==> src/rtl/best_1ofn_pipe_pkg.sv <==
// Shared sort definitions for the best-of-N pattern sorters.
// Latency: n/a (types, constants and elaboration-time helpers only).
// Backpressure: n/a.
// Contents: default pattern/key widths, sort-field slice positions, clog2.
package otmb_sort_pkg;

    // Pattern = 3 hit bits + 4 bend/ID bits, lsb = bend direction.
    localparam int MXPATB  = 7;
    // 1/2-strip key bits within one CFEB.
    localparam int MXKEYB  = 5;
    // Sort field is pat[sort_hi(w):SORT_LO]; the bend lsb never ranks.
    localparam int SORT_LO = 1;

    function automatic int sort_hi(input int patb);
        return patb - 1;
    endfunction

    // Ceiling log2, constant-evaluable for parameter derivation.
    function automatic int clog2(input int n);
        int r;
        r = 0;
        for (int i = 0; i < 31; i++) begin
            if ((1 << i) < n) r = i + 1;
        end
        return r;
    endfunction

endpackage

==> src/rtl/best_1ofn_pipe_if.sv <==
// Candidate-set / best-result bundle between a producer and best_1ofn_pipe.
// Latency: n/a (wires only).
// Backpressure: none; a set is accepted every cycle valid_in is high.
// Ports: valid_in, cfeb_en, pat, key (to sorter); best_pat, best_key,
// valid_out (from sorter); second_pat/second_key when BEST_1OFN_SECOND_EN.
interface best_1ofn_pipe_if #(
    parameter int MXCFEB = 7,
    parameter int MXPATB = otmb_sort_pkg::MXPATB,
    parameter int MXKEYB = otmb_sort_pkg::MXKEYB
);
    import otmb_sort_pkg::*;

    localparam int MXKEYBX = clog2(MXCFEB) + MXKEYB;

    logic                      valid_in;
    logic [MXCFEB-1:0]         cfeb_en;
    logic [MXCFEB*MXPATB-1:0]  pat;
    logic [MXCFEB*MXKEYB-1:0]  key;
    logic [MXPATB-1:0]         best_pat;
    logic [MXKEYBX-1:0]        best_key;
    logic                      valid_out;

`ifdef BEST_1OFN_SECOND_EN
    logic [MXPATB-1:0]         second_pat;
    logic [MXKEYBX-1:0]        second_key;

    modport master (output valid_in, cfeb_en, pat, key,
                    input  best_pat, best_key, valid_out, second_pat, second_key);
    modport slave  (input  valid_in, cfeb_en, pat, key,
                    output best_pat, best_key, valid_out, second_pat, second_key);
`else
    modport master (output valid_in, cfeb_en, pat, key,
                    input  best_pat, best_key, valid_out);
    modport slave  (input  valid_in, cfeb_en, pat, key,
                    output best_pat, best_key, valid_out);
`endif

endinterface

==> src/rtl/best_1ofn_pipe_node.sv <==
// One registered 2:1 node of the best-of-N tree (optional top-2 merge).
// Latency: 1 clock.
// Backpressure: none; data registers hold whenever i_vld is low.
// Ports: clock/reset; i_vld; lower-index side a, upper-index side b;
// o_vld/o_pat/o_key. Macro BEST_1OFN_SECOND_EN adds *_pat2/*_key2 lists.
module best_1of2_node #(
    parameter int PATB = otmb_sort_pkg::MXPATB,
    parameter int KEYB = otmb_sort_pkg::MXKEYB + 3
) (
    input  logic            clock,
    input  logic            reset,
    input  logic            i_vld,
    input  logic [PATB-1:0] i_a_pat,
    input  logic [KEYB-1:0] i_a_key,
    input  logic [PATB-1:0] i_b_pat,
    input  logic [KEYB-1:0] i_b_key,
`ifdef BEST_1OFN_SECOND_EN
    input  logic [PATB-1:0] i_a_pat2,
    input  logic [KEYB-1:0] i_a_key2,
    input  logic [PATB-1:0] i_b_pat2,
    input  logic [KEYB-1:0] i_b_key2,
    output logic [PATB-1:0] o_pat2,
    output logic [KEYB-1:0] o_key2,
`endif
    output logic            o_vld,
    output logic [PATB-1:0] o_pat,
    output logic [KEYB-1:0] o_key
);
    import otmb_sort_pkg::*;

    localparam int SHI = sort_hi(PATB);

    logic            r_vld;
    logic [PATB-1:0] r_pat;
    logic [KEYB-1:0] r_key;
    logic            w_b_wins;

    // Upper side must be strictly greater, so equal sort values keep the
    // lower channel index.
    assign w_b_wins = i_b_pat[SHI:SORT_LO] > i_a_pat[SHI:SORT_LO];

`ifdef BEST_1OFN_SECOND_EN
    logic [PATB-1:0] r_pat2;
    logic [KEYB-1:0] r_key2;
    logic [PATB-1:0] w_s_pat;
    logic [KEYB-1:0] w_s_key;

    // Runner-up is the better of the losing first and the winning side's
    // second. Every a entry has a lower index than every b entry, so the
    // strict compare again sends ties to the lower index.
    always_comb begin
        w_s_pat = i_a_pat2;
        w_s_key = i_a_key2;
        if (w_b_wins) begin
            if (i_b_pat2[SHI:SORT_LO] > i_a_pat[SHI:SORT_LO]) begin
                w_s_pat = i_b_pat2;
                w_s_key = i_b_key2;
            end else begin
                w_s_pat = i_a_pat;
                w_s_key = i_a_key;
            end
        end else if (i_b_pat[SHI:SORT_LO] > i_a_pat2[SHI:SORT_LO]) begin
            w_s_pat = i_b_pat;
            w_s_key = i_b_key;
        end
    end

    always_ff @(posedge clock) begin
        if (reset) begin
            r_pat2 <= '0;
            r_key2 <= '0;
        end else if (i_vld) begin
            r_pat2 <= w_s_pat;
            r_key2 <= w_s_key;
        end
    end

    assign o_pat2 = r_pat2;
    assign o_key2 = r_key2;
`endif

    always_ff @(posedge clock) begin
        if (reset) begin
            r_vld <= 1'b0;
            r_pat <= '0;
            r_key <= '0;
        end else begin
            r_vld <= i_vld;
            if (i_vld) begin
                r_pat <= w_b_wins ? i_b_pat : i_a_pat;
                r_key <= w_b_wins ? i_b_key : i_a_key;
            end
        end
    end

    assign o_vld = r_vld;
    assign o_pat = r_pat;
    assign o_key = r_key;

endmodule

==> src/rtl/best_1ofn_pipe.sv <==
// Pipelined best-of-N CFEB pattern sorter: binary tree of registered nodes.
// Latency: clog2(MXCFEB) clocks from valid_in to valid_out.
// Backpressure: none; accepts one candidate set per clock, never stalls.
// Ports: clock, reset (sync, active-high); bus (best_1ofn_pipe_if.slave).
// Macro BEST_1OFN_SECOND_EN adds the runner-up outputs second_pat/second_key.
module best_1ofn_pipe #(
    parameter int MXCFEB = 7,
    parameter int MXPATB = otmb_sort_pkg::MXPATB,
    parameter int MXKEYB = otmb_sort_pkg::MXKEYB
) (
    input  logic            clock,
    input  logic            reset,
    best_1ofn_pipe_if.slave bus
);
    import otmb_sort_pkg::*;

    localparam int MXCFEBB = clog2(MXCFEB);
    localparam int MXKEYBX = MXCFEBB + MXKEYB;
    localparam int NLEAF   = 1 << MXCFEBB;

    // Heap-ordered tree: node n has children 2n (lower index) and 2n+1;
    // leaves sit at NLEAF+channel, the root at 1.
    logic [MXPATB-1:0]  w_pat [1:2*NLEAF-1];
    logic [MXKEYBX-1:0] w_key [1:2*NLEAF-1];
    logic               w_vld [1:NLEAF-1];
`ifdef BEST_1OFN_SECOND_EN
    logic [MXPATB-1:0]  w_pat2 [1:2*NLEAF-1];
    logic [MXKEYBX-1:0] w_key2 [1:2*NLEAF-1];
`endif

    genvar g;
    for (g = 0; g < NLEAF; g++) begin : g_leaf
        if (g < MXCFEB) begin : g_real
            // Masked channels keep their index so an all-masked set still
            // reports channel 0; the index is attached here once only.
            assign w_pat[NLEAF+g] = bus.cfeb_en[g] ? bus.pat[g*MXPATB +: MXPATB] : '0;
            assign w_key[NLEAF+g] = {MXCFEBB'(g),
                                     bus.cfeb_en[g] ? bus.key[g*MXKEYB +: MXKEYB] : MXKEYB'(0)};
        end else begin : g_pad
            assign w_pat[NLEAF+g] = '0;
            assign w_key[NLEAF+g] = '0;
        end
`ifdef BEST_1OFN_SECOND_EN
        assign w_pat2[NLEAF+g] = '0;
        assign w_key2[NLEAF+g] = '0;
`endif
    end

    for (g = 1; g < NLEAF; g++) begin : g_node
        logic w_in_vld;
        if (g >= NLEAF / 2) begin : g_bottom
            assign w_in_vld = bus.valid_in;
        end else begin : g_inner
            // Both children always carry the same valid; using both keeps
            // every rank's valid consumed.
            assign w_in_vld = w_vld[2*g] & w_vld[2*g+1];
        end

        best_1of2_node #(
            .PATB (MXPATB),
            .KEYB (MXKEYBX)
        ) u_node (
            .clock    (clock),
            .reset    (reset),
            .i_vld    (w_in_vld),
            .i_a_pat  (w_pat[2*g]),
            .i_a_key  (w_key[2*g]),
            .i_b_pat  (w_pat[2*g+1]),
            .i_b_key  (w_key[2*g+1]),
`ifdef BEST_1OFN_SECOND_EN
            .i_a_pat2 (w_pat2[2*g]),
            .i_a_key2 (w_key2[2*g]),
            .i_b_pat2 (w_pat2[2*g+1]),
            .i_b_key2 (w_key2[2*g+1]),
            .o_pat2   (w_pat2[g]),
            .o_key2   (w_key2[g]),
`endif
            .o_vld    (w_vld[g]),
            .o_pat    (w_pat[g]),
            .o_key    (w_key[g])
        );
    end

    assign bus.valid_out = w_vld[1];
    assign bus.best_pat  = w_pat[1];
    assign bus.best_key  = w_key[1];
`ifdef BEST_1OFN_SECOND_EN
    assign bus.second_pat = w_pat2[1];
    assign bus.second_key = w_key2[1];
`endif

endmodule

==> src/flat_wrapper.sv <==
// flat-port wrapper written by rule: the top's interface ports become plain ports
module best_1ofn_pipe_flat import otmb_sort_pkg::*;
#(
    parameter int MXCFEB = 7,
    parameter int MXPATB = otmb_sort_pkg::MXPATB,
    parameter int MXKEYB = otmb_sort_pkg::MXKEYB
)
  (clock, reset, bus_valid_in, bus_cfeb_en, bus_pat, bus_key, bus_best_pat, bus_best_key, bus_valid_out);
  best_1ofn_pipe_if #(.MXCFEB(MXCFEB), .MXPATB(MXPATB), .MXKEYB(MXKEYB)) bus_i ();
  input  logic clock;
  input  logic reset;
  input wire logic [$bits(bus_i.valid_in)-1:0] bus_valid_in;
  input wire logic [$bits(bus_i.cfeb_en)-1:0] bus_cfeb_en;
  input wire logic [$bits(bus_i.pat)-1:0] bus_pat;
  input wire logic [$bits(bus_i.key)-1:0] bus_key;
  output wire logic [$bits(bus_i.best_pat)-1:0] bus_best_pat;
  output wire logic [$bits(bus_i.best_key)-1:0] bus_best_key;
  output wire logic [$bits(bus_i.valid_out)-1:0] bus_valid_out;
  assign bus_i.valid_in = bus_valid_in;
  assign bus_i.cfeb_en = bus_cfeb_en;
  assign bus_i.pat = bus_pat;
  assign bus_i.key = bus_key;
  assign bus_best_pat = bus_i.best_pat;
  assign bus_best_key = bus_i.best_key;
  assign bus_valid_out = bus_i.valid_out;
  best_1ofn_pipe #(.MXCFEB(MXCFEB), .MXPATB(MXPATB), .MXKEYB(MXKEYB)) u_core (.clock(clock), .reset(reset), .bus(bus_i));
endmodule
==> config.mk <==
export PLATFORM = sky130hd
export DESIGN_NAME = best_1ofn_pipe_flat
export DESIGN_NICKNAME = d
export VERILOG_FILES = /design/src/rtl/best_1ofn_pipe_pkg.sv /design/src/rtl/best_1ofn_pipe_if.sv /design/src/rtl/best_1ofn_pipe_node.sv /design/src/rtl/best_1ofn_pipe.sv /design/src/flat_wrapper.sv
export SDC_FILE = /design/constraint.sdc
export NUM_CORES = 1
export LEC_CHECK = 0
export ABC_AREA = 1
export CAP_MARGIN = 20
export CORE_ASPECT_RATIO = 1.1
export CORE_MARGIN = 3
export CORE_UTILIZATION = 61
export DETAILED_ROUTE_END_ITERATION = 16
export GPL_TIMING_DRIVEN = 0
export PLACE_DENSITY_LB_ADDON = 0.2
export SLEW_MARGIN = 40
export SYNTH_ARGS = -nofsm -noshare
export SYNTH_HDL_FRONTEND = slang
export SYNTH_HIERARCHICAL = 1
export SYNTH_SLANG_ARGS = --single-unit
==> constraint.sdc <==
create_clock -name clock -period 3.4 [get_ports clock]
set_input_delay 0.51 -clock clock [delete_from_list [all_inputs] [get_ports clock]]
set_output_delay 0.51 -clock clock [all_outputs]
set_load 0.05 [all_outputs]
After elaboration in Yosys (flattened, before gate mapping)
Cells that the tools add are included.
{"block": "word_totals", "reg_bits": 108, "elab_cells": 52, "output_inout_bits": 16, "input_bits": 94}
{"block": "classes", "order_cmp": 7, "mux": 28}
{"operator": "two-way mux 7 bit", "n": 14}
{"operator": "> comparator 6 bit", "n": 6}
{"operator": "two-way mux 5 bit", "n": 7}
{"operator": "two-way mux 8 bit", "n": 4}
{"operator": "two-way mux 6 bit", "n": 3}
{"operator": "> comparator 1 x 6 -> 1 bit, first input constant", "n": 1}

Logic depth before layout (Yosys ltp)
{"block": "depth", "ltp_word": 3, "mapped_depth": 15, "depth_no_buf": 13}

Hierarchy
The synthesis kept the hierarchy.
{"module": "best_1of2_node", "instances": 7, "cells_each": 157, "area_per_inst_um2": 1056.0, "seq_area_each_um2": 320.3}
{"module": "best_1ofn_pipe", "instances": 1, "cells_each": 183, "area_per_inst_um2": 739.5, "seq_area_each_um2": 0.0}

Worst setup path after synthesis
Ideal clock, no wire load.
{"block": "synth_path", "path_kind": "input to register", "start": "input bus_cfeb_en[0]", "end": "register u_core.g_node[4].u_node.r_pat[0]", "t_required_ns": 3.283, "slack_ns": 1.583, "path_buffers": 2, "cell_stages": 13, "setup_ns": 0.117, "t_arrival_ns": 1.700, "path_cell_list": "buf_6 > nand2_1 > inv_1 > inv_1 > ha_1 > nand2_1 > nor2_2 > nand2_1 > nand3_2 > clkbuf_8 > a21oi_2 > nor2_1 > nor2_1"}
{"element": "from (decl)", "line_no": "flat_wrapper.sv:13", "rtl": "input wire logic [$bits(bus_i.cfeb_en)-1:0] bus_cfeb_en;"}
{"element": "to (signal assigned)", "line_no": "best_1ofn_pipe_node.sv:90", "rtl": "r_pat <= w_b_wins ? i_b_pat : i_a_pat;"}
{"element": "to (decl)", "line_no": "best_1ofn_pipe_node.sv:34", "rtl": "logic [PATB-1:0] r_pat;"}

==> flow_summary.json <==
{
  "finalPower_mw": 3.54,
  "cp.depth": 14,
  "crit_end": "u_core/g_node[5].u_node/o_pat[5]",
  "portBuffers": 109,
  "fin_crit_sh_pct": 66.3,
  "crit_type": "in2reg",
  "slew_headroom_pct": 50.4,
  "final_util_pct": 76.9,
  "core_area_um2": 12800,
  "syn_area_per_cell_um2": 6.34,
  "layout.nets": 1578,
  "hp-start": "u_core/g_node[1].u_node/o_key[2]",
  "ctsHoldBuffers": 0,
  "die_x_um": 116,
  "cts_tree": "done",
  "finalHoldViolCount": 0,
  "areaGrowthSynthToFinish_pct": 21.0,
  "cp_num_buf_inv": 5,
  "grt_max_degree": 19,
  "finalSetupViolCount": 0,
  "status": "finished, final reports clean",
  "cts_resized": 0,
  "drt_wl_total_um": 18800,
  "drt-vias-per-instance": 5.01,
  "clockBufferDepth": 2,
  "async_flop_share_pct": 0,
  "vias": 8031,
  "endpoint_kind": "flip-flop",
  "antenna_found_initial": 0,
  "cp_slowest_cell": "clkdlybuf4s50_1",
  "grt_setup_unrepaired": "no",
  "synthTopCellsByArea": "dfxtp_1 (28%), nand2_1 (11%), inv_1 (11%), nor2_1 (10%), a21oi_2 (7.5%)",
  "cts_root_buf": "clkbuf_16",
  "dieArea_um2": 14800,
  "fp.dieH_um": 127,
  "r2r_cells": 11,
  "grt_pass1_wl_um": 32400,
  "critPathMaxStageDelay_ns": 0.51,
  "power_leakage_nw": 4.96,
  "period_minus_slack_ns": 2.25,
  "grt_use_total_pct": 26.1,
  "fin_skew_ns": 0.00733,
  "peakVddDrop_uv": 272,
  "synthCells": 1282,
  "yosysMostFrequentCell": "nand2_1",
  "dr.pass1.iters": 6,
  "yosysTopAreaCellShare_pct": 27.6,
  "synth_cell_types": 16,
  "cts.htree.levels": 3,
  "io_pins": 110,
  "wire_per_inst_um": 11.7,
  "power_density_nw_per_um2": 360,
  "slew_viol_final": 0,
  "fmax_mhz": 444,
  "cp.arrival_ns": 2.50,
  "grt_pass1_vias": 7574,
  "n_antenna_cell": 0,
  "cap_violations": 0,
  "cp.required_ns": 3.64,
  "final_antenna_net_count": 0,
  "gp_congestion": 0.964,
  "ys.warnings.count": 6,
  "initial_utilization_pct": 63.5,
  "postCtsSetupBuffers": 0,
  "synth_top_flop_cell": "dfxtp_1",
  "cts-buffers-inserted": 9,
  "cpLargestDelayFamily": "buffers and inverters",
  "drc_errors": 0,
  "yosys-top-cells-count": "nand2_1 (248), inv_1 (241), nor2_1 (217), dfxtp_1 (112)",
  "reg2reg_from": "u_core/g_node[4].u_node/o_pat[6]",
  "worst_pin_slew_ns": 0.742,
  "crit_fanout": 10,
  "path_cells": "clkdlybuf4s50_1 -> buf_6 -> nand2_1 -> inv_1 -> inv_1 -> ha_1 -> nand2_1 -> nor2_2 -> nand3_2 -> buf_2 -> nand3_1 -> nand2_1 -> nor2_1 -> nor2_1",
  "yosys_register_bits": 112,
  "drive_above_1_share_pct": 11.6,
  "regToRegSetupSlack_ns": 1.64,
  "ys_seq_area_share_pct": 27.6,
  "critical_path.startpoint": "bus_cfeb_en[2]",
  "clkSlewWorstSetupHoldPaths_ns": 0.07,
  "synth_area_um2": 8130,
  "worst_setup_path_start_kind": "input port",
  "synth-edff-count": 0,
  "drtIter0Drc": 607,
  "std_cell_rows": 43,
  "overflow": 0,
  "place_hpwl_um": 14800,
  "holdCritPathClass": "reg2reg",
  "r2r_end": "u_core/g_node[2].u_node/o_key[1]",
  "cp_common_cell": "nand2_1",
  "yosys.area.top_type": "dfxtp_1",
  "clock-sinks": 112,
  "insertion_delay_ns": 0.34,
  "tns_ns": 0
}
## metal layers
layer	vias to the layer above	GRT usage, %	share of wire (%)
met5	-	0	0
met4	0	10.4	3.3
met3	51	3.41	4.1
met2	218	46.5	49
met1	3551	31.6	43
li1	4211	-	-
## cell type report
cell class,instances,area (µm²)
clock inverters,5,41.3
multi-input cells,892,4490
well taps,157,196
flip-flops and latches,112,2240
fillers,1062,2960
clock buffers,11,233
plain buffers,77,648
inverters,241,905
repair buffers,109,1090
## state kept, by name, indices dropped and copies added (netlist names)
name,flops
u_core/g_node.u_node/o_pat,49
u_core/g_node.u_node/o_key,56
u_core/g_node.u_node/o_vld,7
## power breakdown
part           switching (mW)  total (mW)  internal, mW
clock network           0.479       0.985         0.506
registers              0.0445        1.43          1.38
logic                   0.646        1.13         0.482
## worst reg2reg max path, stage by stage, from the launching register on
cell	delay [ns]
dfxtp_1	0.33
inv_1	0.07
ha_1	0.31
nand2_1	0.10
nor2_2	0.06
nand2_1	0.09
nand3_2	0.13
buf_6	0.18
nand3_1	0.12
nand2_1	0.09
nor2_1	0.13
nor2_1	0.05
## cells by family after synthesis
logic type                 share of synthesized area (%)
AOI/OAI and AO/OA                                   16.6
buffers and inverters                               19.1
and+or+nand+nor                                     30.2
other                                             0.0924
DFF                                                 27.6
adders and majority gates                           6.46
## layout by cell type, fill, tap and decap left out
cell type and n:
dfxtp_1 112, clkinv_4 1, buf_2 21, buf_6 35, inv_8 1, ha_1 42, clkinvlp_4 1, nor2_2 7
inv_6 1, nand2_1 248, clkinv_2 1, nand3_2 14, clkbuf_8 7, nor2_1 217, clkbuf_1 16, inv_1 241
a21oi_2 70, conb_1 42, nand3_1 105, a21oi_1 42, o21ai_0 105, clkbuf_16 9, clkdlybuf4s50_1 109
## worst min path at each step
stage                                                   to  slack (ns)  depth (start not counted)
after floorplan           u_core/g_node[4].u_node/o_key[6]        0.48                          2
after global placement    u_core/g_node[1].u_node/o_key[3]        0.49                          2
after detailed placement  u_core/g_node[1].u_node/o_key[2]        0.50                          2
after CTS                 u_core/g_node[1].u_node/o_key[2]        0.52                          2
after global routing      u_core/g_node[6].u_node/o_key[3]        0.53                          2
final                     u_core/g_node[1].u_node/o_key[2]        0.51                          2
## metrics by stage
| step | cell area [µm²] | hold slack (ns) | setup slack, ns | instances |
|---|---|---|---|---|
| floorplan | 8280 | 0.479 | 1.58 | 1322 |
| global route | 9840 | 0.533 | 0.978 | 1604 |
| CTS | 9840 | 0.517 | 1.14 | 1604 |
| global placement | 9570 | 0.489 | 0.843 | 1588 |
| finish | 9840 | 0.512 | 1.15 | 1604 |
| detailed placement | 9570 | 0.498 | 0.779 | 1588 |
Note: power is estimated with default switching activity, not from simulation.
